[config.mk]
export PLATFORM = sky130hd
export DESIGN_NAME = sobol_seq_gen_flat
export DESIGN_NICKNAME = d
export VERILOG_FILES = /design/src/rtl/sobol_seq_gen_if.sv /design/src/rtl/sobol_seq_gen.sv /design/src/flat_wrapper.sv
export SDC_FILE = /design/constraint.sdc
export NUM_CORES = 1
export LEC_CHECK = 0
export ABC_CLOCK_PERIOD_IN_PS = 4800
export BUFFER_PORTS_ARGS = -buffer_cell sky130_fd_sc_hd__buf_4
export CAP_MARGIN = 20
export CORE_UTILIZATION = 55
export DETAILED_ROUTE_END_ITERATION = 10
export PLACE_DENSITY_LB_ADDON = 0.12
export SETUP_SLACK_MARGIN = 0.05
export SLEW_MARGIN = 20
export SYNTH_ARGS = -nofsm -noshare
export SYNTH_HDL_FRONTEND = slang
export SYNTH_SLANG_ARGS = --single-unit
[constraint.sdc]
create_clock -name clk -period 4.8 [get_ports clk]
set_input_delay 0.72 -clock clk [delete_from_list [all_inputs] [get_ports clk]]
set_output_delay 0.72 -clock clk [all_outputs]
set_load 0.005 [all_outputs]
[src/rtl/sobol_seq_gen_if.sv]
// -----------------------------------------------------------------------------
// sobol_seq_gen_if
//
// Purpose : Output stream of the Sobol generator toward the INT32-to-FP16
//           converter. The generator is the master, the converter the slave.
//
// Signals :
//   out_valid  master -> slave  out_data holds a valid sample
//   out_ready  slave  -> master sample is accepted on this clock edge
//   out_data   master -> slave  32-bit unsigned fixed-point sample (x / 2^32)
// -----------------------------------------------------------------------------
interface sobol_seq_gen_if;
    logic        out_valid;
    logic        out_ready;
    logic [31:0] out_data;

    modport master (
        output out_valid,
        output out_data,
        input  out_ready
    );

    modport slave (
        input  out_valid,
        input  out_data,
        output out_ready
    );
endinterface : sobol_seq_gen_if

[src/rtl/sobol_seq_gen.sv]
// -----------------------------------------------------------------------------
// sobol_seq_gen
//
// Purpose : Single-dimension Sobol sequence generator, Gray-code recurrence.
//           Each run, started by a pulse on start, emits num_samples samples
//           x_1, x_2, ... over a valid/ready stream.
//             x_1     = v[0]
//             x_{n+1} = x_n ^ v[c(n)],  c(n) = index of lowest zero bit of n
//
// Optional feature macro : SOBOL_DV_LOAD_EN
//   defined   : dv_wr/dv_addr/dv_data ports exist; the direction table is a
//               writable register file (writes land only in IDLE, and only
//               when start is low in the same cycle).
//   undefined : ports absent; table is the constant van der Corput set.
//
// Ports :
//   clk          clock, rising edge
//   rst_n        asynchronous active-low reset
//   start        run request, sampled only in IDLE
//   num_samples  samples to emit, captured when start is accepted
//   dv_wr        direction-vector write strobe   (SOBOL_DV_LOAD_EN only)
//   dv_addr      direction-vector index 0..31     (SOBOL_DV_LOAD_EN only)
//   dv_data      direction-vector value           (SOBOL_DV_LOAD_EN only)
//   out_if       master side of the sample stream (out_valid/out_ready/out_data)
//   busy         high in RUN and DONE
//   done         one-cycle pulse after the last sample is accepted
// -----------------------------------------------------------------------------
module sobol_seq_gen #(
    parameter int NUM_W = 16
) (
    input  logic             clk,
    input  logic             rst_n,
    input  logic             start,
    input  logic [NUM_W-1:0] num_samples,
`ifdef SOBOL_DV_LOAD_EN
    input  logic             dv_wr,
    input  logic [4:0]       dv_addr,
    input  logic [31:0]      dv_data,
`endif
    sobol_seq_gen_if.master  out_if,
    output logic             busy,
    output logic             done
);

    typedef enum logic [1:0] {
        ST_IDLE = 2'd0,
        ST_RUN  = 2'd1,
        ST_DONE = 2'd2
    } state_e;

    // Default direction vectors: v[k] = 1 << (31-k) (van der Corput).
    function automatic logic [31:0] dv_default(input int k);
        return 32'h8000_0000 >> k;
    endfunction

    state_e           state_q, state_d;
    logic [31:0]      x_q, x_d;
    logic [NUM_W-1:0] n_q, n_d;
    logic [NUM_W-1:0] rem_q, rem_d;

    logic [31:0]      dv_q [32];
    logic             accept;
    logic [5:0]       c_idx;
    logic [31:0]      v_sel;

    assign accept = (state_q == ST_RUN) && out_if.out_ready;

    // -------------------------------------------------------------------------
    // Direction table
    // -------------------------------------------------------------------------
`ifdef SOBOL_DV_LOAD_EN
    logic dv_we;

    // A write competing with an accepted start is dropped so a run never sees
    // a table that changes under its first sample.
    assign dv_we = dv_wr && (state_q == ST_IDLE) && !start;

    // NOTE: the table is a flop array, not a RAM, because reset must restore
    // every entry to its default asynchronously; a RAM macro cannot do that.
    always_ff @(posedge clk or negedge rst_n) begin
        if (!rst_n) begin
            for (int k = 0; k < 32; k++) begin
                dv_q[k] <= dv_default(k);
            end
        end else if (dv_we) begin
            dv_q[dv_addr] <= dv_data;
        end
    end
`else
    for (genvar k = 0; k < 32; k++) begin : g_dv_const
        assign dv_q[k] = dv_default(k);
    end
`endif

    // -------------------------------------------------------------------------
    // c(n): lowest zero bit of the registered index. An all-ones index yields
    // NUM_W; indices beyond the table select a zero vector.
    // -------------------------------------------------------------------------
    always_comb begin
        c_idx = 6'(NUM_W);
        for (int i = NUM_W - 1; i >= 0; i--) begin
            if (!n_q[i]) begin
                c_idx = 6'(i);
            end
        end
    end

    assign v_sel = (c_idx < 6'd32) ? dv_q[c_idx[4:0]] : 32'h0;

    // -------------------------------------------------------------------------
    // FSM and datapath, next-state logic
    // -------------------------------------------------------------------------
    // NOTE: every _d is given its hold value first, so no path through the
    // case statement leaves one unassigned and no latch is inferred.
    always_comb begin
        state_d = state_q;
        x_d     = x_q;
        n_d     = n_q;
        rem_d   = rem_q;

        unique case (state_q)
            ST_IDLE: begin
                if (start) begin
                    if (num_samples != '0) begin
                        state_d = ST_RUN;
                        x_d     = dv_q[0];
                        n_d     = NUM_W'(1);
                        rem_d   = num_samples;
                    end else begin
                        state_d = ST_DONE;
                    end
                end
            end

            ST_RUN: begin
                if (accept) begin
                    x_d   = x_q ^ v_sel;
                    n_d   = n_q + NUM_W'(1);
                    rem_d = rem_q - NUM_W'(1);
                    if (rem_q == NUM_W'(1)) begin
                        state_d = ST_DONE;
                    end
                end
            end

            ST_DONE: begin
                state_d = ST_IDLE;
            end

            default: begin
                state_d = ST_IDLE;
            end
        endcase
    end

    // -------------------------------------------------------------------------
    // State registers
    // -------------------------------------------------------------------------
    // NOTE: sequential state uses non-blocking assignments so all registers
    // update together from the values present before the edge.
    always_ff @(posedge clk or negedge rst_n) begin
        if (!rst_n) begin
            state_q <= ST_IDLE;
            x_q     <= '0;
            n_q     <= '0;
            rem_q   <= '0;
        end else begin
            state_q <= state_d;
            x_q     <= x_d;
            n_q     <= n_d;
            rem_q   <= rem_d;
        end
    end

    // -------------------------------------------------------------------------
    // Outputs: all decoded from registers, nothing depends on out_ready
    // -------------------------------------------------------------------------
    assign out_if.out_valid = (state_q == ST_RUN);
    assign out_if.out_data  = x_q;
    assign busy             = (state_q != ST_IDLE);
    assign done             = (state_q == ST_DONE);

endmodule : sobol_seq_gen
[src/flat_wrapper.sv]
// flat-port wrapper written by rule: the top's interface ports become plain ports
module sobol_seq_gen_flat 
#(
    parameter int NUM_W = 16
)
  (clk, rst_n, start, num_samples, busy, done, out_if_out_valid, out_if_out_data, out_if_out_ready);
  sobol_seq_gen_if out_if_i ();
  input  logic clk;
  input  logic rst_n;
  input  logic start;
  input  logic [NUM_W-1:0] num_samples;
  output logic busy;
  output logic done;
  output wire logic [$bits(out_if_i.out_valid)-1:0] out_if_out_valid;
  output wire logic [$bits(out_if_i.out_data)-1:0] out_if_out_data;
  input wire logic [$bits(out_if_i.out_ready)-1:0] out_if_out_ready;
  assign out_if_out_valid = out_if_i.out_valid;
  assign out_if_out_data = out_if_i.out_data;
  assign out_if_i.out_ready = out_if_out_ready;
  sobol_seq_gen #(.NUM_W(NUM_W)) u_core (.clk(clk), .rst_n(rst_n), .start(start), .num_samples(num_samples), .out_if(out_if_i), .busy(busy), .done(done));
endmodule
==> run summary <==
Dominant combinational cell family by area after synthesis - simple AND/OR/NAND/NOR gates
Core box area - 5610 um^2
Slowest cell on crit path - sky130_fd_sc_hd__a21o_1
Via Count - 2,869
Clk sinks - 66
Tightest Pin Transition - 818 ps
Final hold slack - 452 ps
Drt first pass iters - 4
Number of register bits inferred by synthesis - 66
Longest individual stage delay on the worst path - 560 ps
Placer congestion estimate - 0.864
Total of fill cells in the finished design - 456
Horizontal die dimension - 79.1 um
Arithmetic-cell share of the synthesized area counting full adders, half adders and majority gates - 0.0115
Share of synthesized area occupied by flip-flops and latches - 0.505
Cell Rows - 27
End-of-flow core utilization - 0.699
Most used DFF post-synth - sky130_fd_sc_hd__dfrtp_1
Critical path endpoint - u_core.out_if.out_data[19]$_DFFE_PN0P_
Kind of cell adding the most delay to the critical path - simple AND/OR/NAND/NOR gates
Antenna-violating nets left - 0
WL per Instance - 15.8 um
Detailed-route vias per instance - 5.92
Number of hold violations in the final report - 0
Worst clock skew on the final layout - 9.92 ps
Clock tree from TritonCTS - built
Most common cell after layout, fill and taps aside - sky130_fd_sc_hd__dfrtp_1
Synthesized netlist net count - 379
Final global-route overflow total - 0
Launch point of the worst reg-to-reg path - u_core.state_q[0]$_DFFE_PN0P_
Via count of the first global-routing pass - 2,705
Power density over cell area - 473 nW/um^2
Period minus WS final - 3020 ps
Syn avg cell area - 9.19 um^2
Peak ir drop on the vdd network - 0.000369 V
WP data required - 5070 ps
Number of design rule violations left after detail routing - 0
Setup Crit Path Kind - reg2reg
Run status - complete, no violations
Worst hold path class - in2async
Setup-failing EPs final - 0
Critical-path maximum fanout - 24
Setup crit end kind - flop
Clock-pin slew on the worst setup and hold paths - 80 ps
Number of CTS-inserted buffers - 9
Worst setup slack for register-to-register paths - 1780 ps
Total setup buffers inserted after CTS - 0
Wire length of the first global-routing pass - 12.8 mm
Die Height - 79.1 um
NumNets Final - 431
Global-route total usage across every layer - 0.270
Number of buffer and inverter stages on the critical path - 1
Count of maximum capacitance violations - 0
Total of warnings raised by yosys - 0
Worst R2R End - u_core.out_if.out_data[19]$_DFFE_PN0P_
Xor-xnor portion of the synthesized cell area - 0.0482
Overall routed net length - 7.67 mm
Final non-filler cell total - 485
Clock insertion delay at the later pin of the skew report - 350 ps
Setup repair after global routing missed its margin - no
Synthesized-area fraction occupied by ao, oa, aoi and oai cells - 0.159
Kind of start point of the critical path - flop
Worst setup path startpoint - u_core.state_q[0]$_DFFE_PN0P_
Static leakage power - 0.00173 uW
EDFF count, synth - 0
# placed instances - 469
Antenna violations before repair - 0
Maximum number of pins on one net before global-route repair - 67
Synth async-reset ratio - 1.00
P&R area growth vs syn - 19.9%
Resize count post-CTS - 0
Count of buffers inserted at the top-level ports - 54
Worst-case clock buffer depth - 2
Series of cell instances along the critical path - nand2b_1, inv_2, and2_1, a21o_1, nand2b_1, or3_1, a21oi_1
Detailed placer's ending HPWL - 5.26 mm
Cell mode on critical path - sky130_fd_sc_hd__nand2b_1
R2R depth - 7
Highest-count cells in the layout ignoring fill and taps - sky130_fd_sc_hd__dfrtp_1 (66), sky130_fd_sc_hd__buf_4 (55), sky130_fd_sc_hd__nor2_1 (38)
Antenna Diode Count - 0
Distinct cell type count of the synthesized netlist - 47
Final TNS setup - 0 ps
Number of instances in the synthesized netlist - 356
Number of H-tree levels - 3
Achievable clock frequency - 0.331 GHz
Proportion of synthesized area in mux cells - 0.00306
Top Ports - 55
Detailed router's first-iteration violation count - 226
Total number of cells along the worst setup path - 7
Clock tree root buffer cell - sky130_fd_sc_hd__clkbuf_8
Data arrival time of the critical path - 3300 ps
Cell area after synthesis - 3270 um^2
Relative max-transition margin - 0.455
Die area - 6260 um^2
Number of buffers inserted for hold repair after clock tree synthesis - 0
Post-route clock period utilization - 0.630
Starting density of the core - 0.583
Number of max-slew violations in the final report - 0
Fraction of the mapped netlist area in simple logic gates - 0.247
Fraction of final layout cells with drive strength greater than 1 - 0.189
## metal layers
layer / global-route usage / vias up / part of all wire
met2: 0.445 / 113 / 0.49
met5: 0 / - / 0
met4: 0.111 / 0 / 0.014
met3: 0.0667 / 10 / 0.066
met1: 0.341 / 1373 / 0.43
li1: - / 1373 / -
## state kept, by name (all words and copies together), names as in the netlist
signal                  count
u_core.rem_q               16
u_core.state_q              2
u_core.out_if.out_data     32
u_core.n_q                 16
## kinds of logic (layout without fill, tap and decap cells)
family | count (synthesis) | count (layout)
AND/OR/NAND/NOR | 158 | 158
AO/OA/AOI/OAI | 88 | 88
flip-flops | 66 | 66
buffers and inverters | 22 | 79
XOR/XNOR | 18 | 18
adder cells (fa/ha/maj) | 3 | 3
multiplexers | 1 | 1
## cell usage after synthesis (2+ instances only)
| master | instances | area [um^2] |
|---|---|---|
| sky130_fd_sc_hd__or3_1 | 15 | 93.8 |
| sky130_fd_sc_hd__nor4_1 | 8 | 50.1 |
| sky130_fd_sc_hd__a21o_1 | 2 | 15.0 |
| sky130_fd_sc_hd__a21oi_1 | 33 | 165 |
| sky130_fd_sc_hd__buf_2 | 3 | 15.0 |
| sky130_fd_sc_hd__o21ai_0 | 13 | 65.1 |
| sky130_fd_sc_hd__a22oi_1 | 2 | 15.0 |
| sky130_fd_sc_hd__o32ai_1 | 3 | 26.3 |
| sky130_fd_sc_hd__clkbuf_1 | 11 | 41.3 |
| sky130_fd_sc_hd__xnor2_1 | 14 | 123 |
| sky130_fd_sc_hd__nor2b_1 | 3 | 18.8 |
| sky130_fd_sc_hd__xor2_1 | 4 | 35.0 |
| sky130_fd_sc_hd__ha_1 | 3 | 37.5 |
| sky130_fd_sc_hd__a31oi_1 | 3 | 18.8 |
| sky130_fd_sc_hd__nand2_1 | 36 | 135 |
| sky130_fd_sc_hd__nand4_1 | 9 | 56.3 |
| sky130_fd_sc_hd__nor3_2 | 2 | 20.0 |
| sky130_fd_sc_hd__o21ai_1 | 14 | 70.1 |
| sky130_fd_sc_hd__a31o_1 | 2 | 17.5 |
| sky130_fd_sc_hd__nor3_1 | 11 | 55.1 |
| sky130_fd_sc_hd__and2_1 | 17 | 106 |
| sky130_fd_sc_hd__inv_1 | 7 | 26.3 |
| sky130_fd_sc_hd__nand3_1 | 5 | 25.0 |
| sky130_fd_sc_hd__o21a_1 | 3 | 22.5 |
| sky130_fd_sc_hd__dfrtp_1 | 66 | 1650 |
| sky130_fd_sc_hd__o22ai_1 | 5 | 31.3 |
| sky130_fd_sc_hd__nand2b_1 | 5 | 31.3 |
| sky130_fd_sc_hd__nor2_1 | 38 | 143 |
## area by class of cell
| type | instances | area, um^2 | area share |
|---|---|---|---|
| sequential | 66 | 1650 | 0.421 |
| multi-input combinational | 268 | 1530 | 0.391 |
| timing repair buffer | 55 | 413 | 0.105 |
| clock buffer | 11 | 141 | 0.0361 |
| tap | 72 | 90.1 | 0.0230 |
| clock inverter | 5 | 62.6 | 0.0160 |
| inverter | 8 | 30.0 | 0.00766 |
## stage by stage
step / power, uW / setup slack, ps / area, um^2
detailed placement: 1370 / 1840 / 3720
finish: 1850 / 1780 / 3920
floorplan: 1200 / 2650 / 3270
global placement: 1360 / 1980 / 3720
CTS: 1860 / 1830 / 3920
global route: 1970 / 1500 / 3920
## where the power goes
| part | total [uW] | switching (uW) | leakage (uW) | internal, uW |
|---|---|---|---|---|
| combinational | 585 | 364 | 0.000764 | 222 |
| clock | 486 | 229 | 0.0000962 | 257 |
| sequential | 782 | 129 | 0.000869 | 653 |
| total | 1850 | 721 | 0.00173 | 1130 |
## worst min-delay path by stage
stage	endpoint	slack (ps)	cells after the start
after floorplan	u_core.n_q[0]$_DFFE_PN0P_	420	0
after global placement	u_core.out_if.out_data[0]$_DFFE_PN0P_	470	1
after detailed placement	u_core.out_if.out_data[4]$_DFFE_PN0P_	470	1
after CTS	u_core.out_if.out_data[25]$_DFFE_PN0P_	480	1
after global routing	u_core.out_if.out_data[10]$_DFFE_PN0P_	500	1
final	u_core.out_if.out_data[25]$_DFFE_PN0P_	450	1
(Power assumes the default switching activity.)
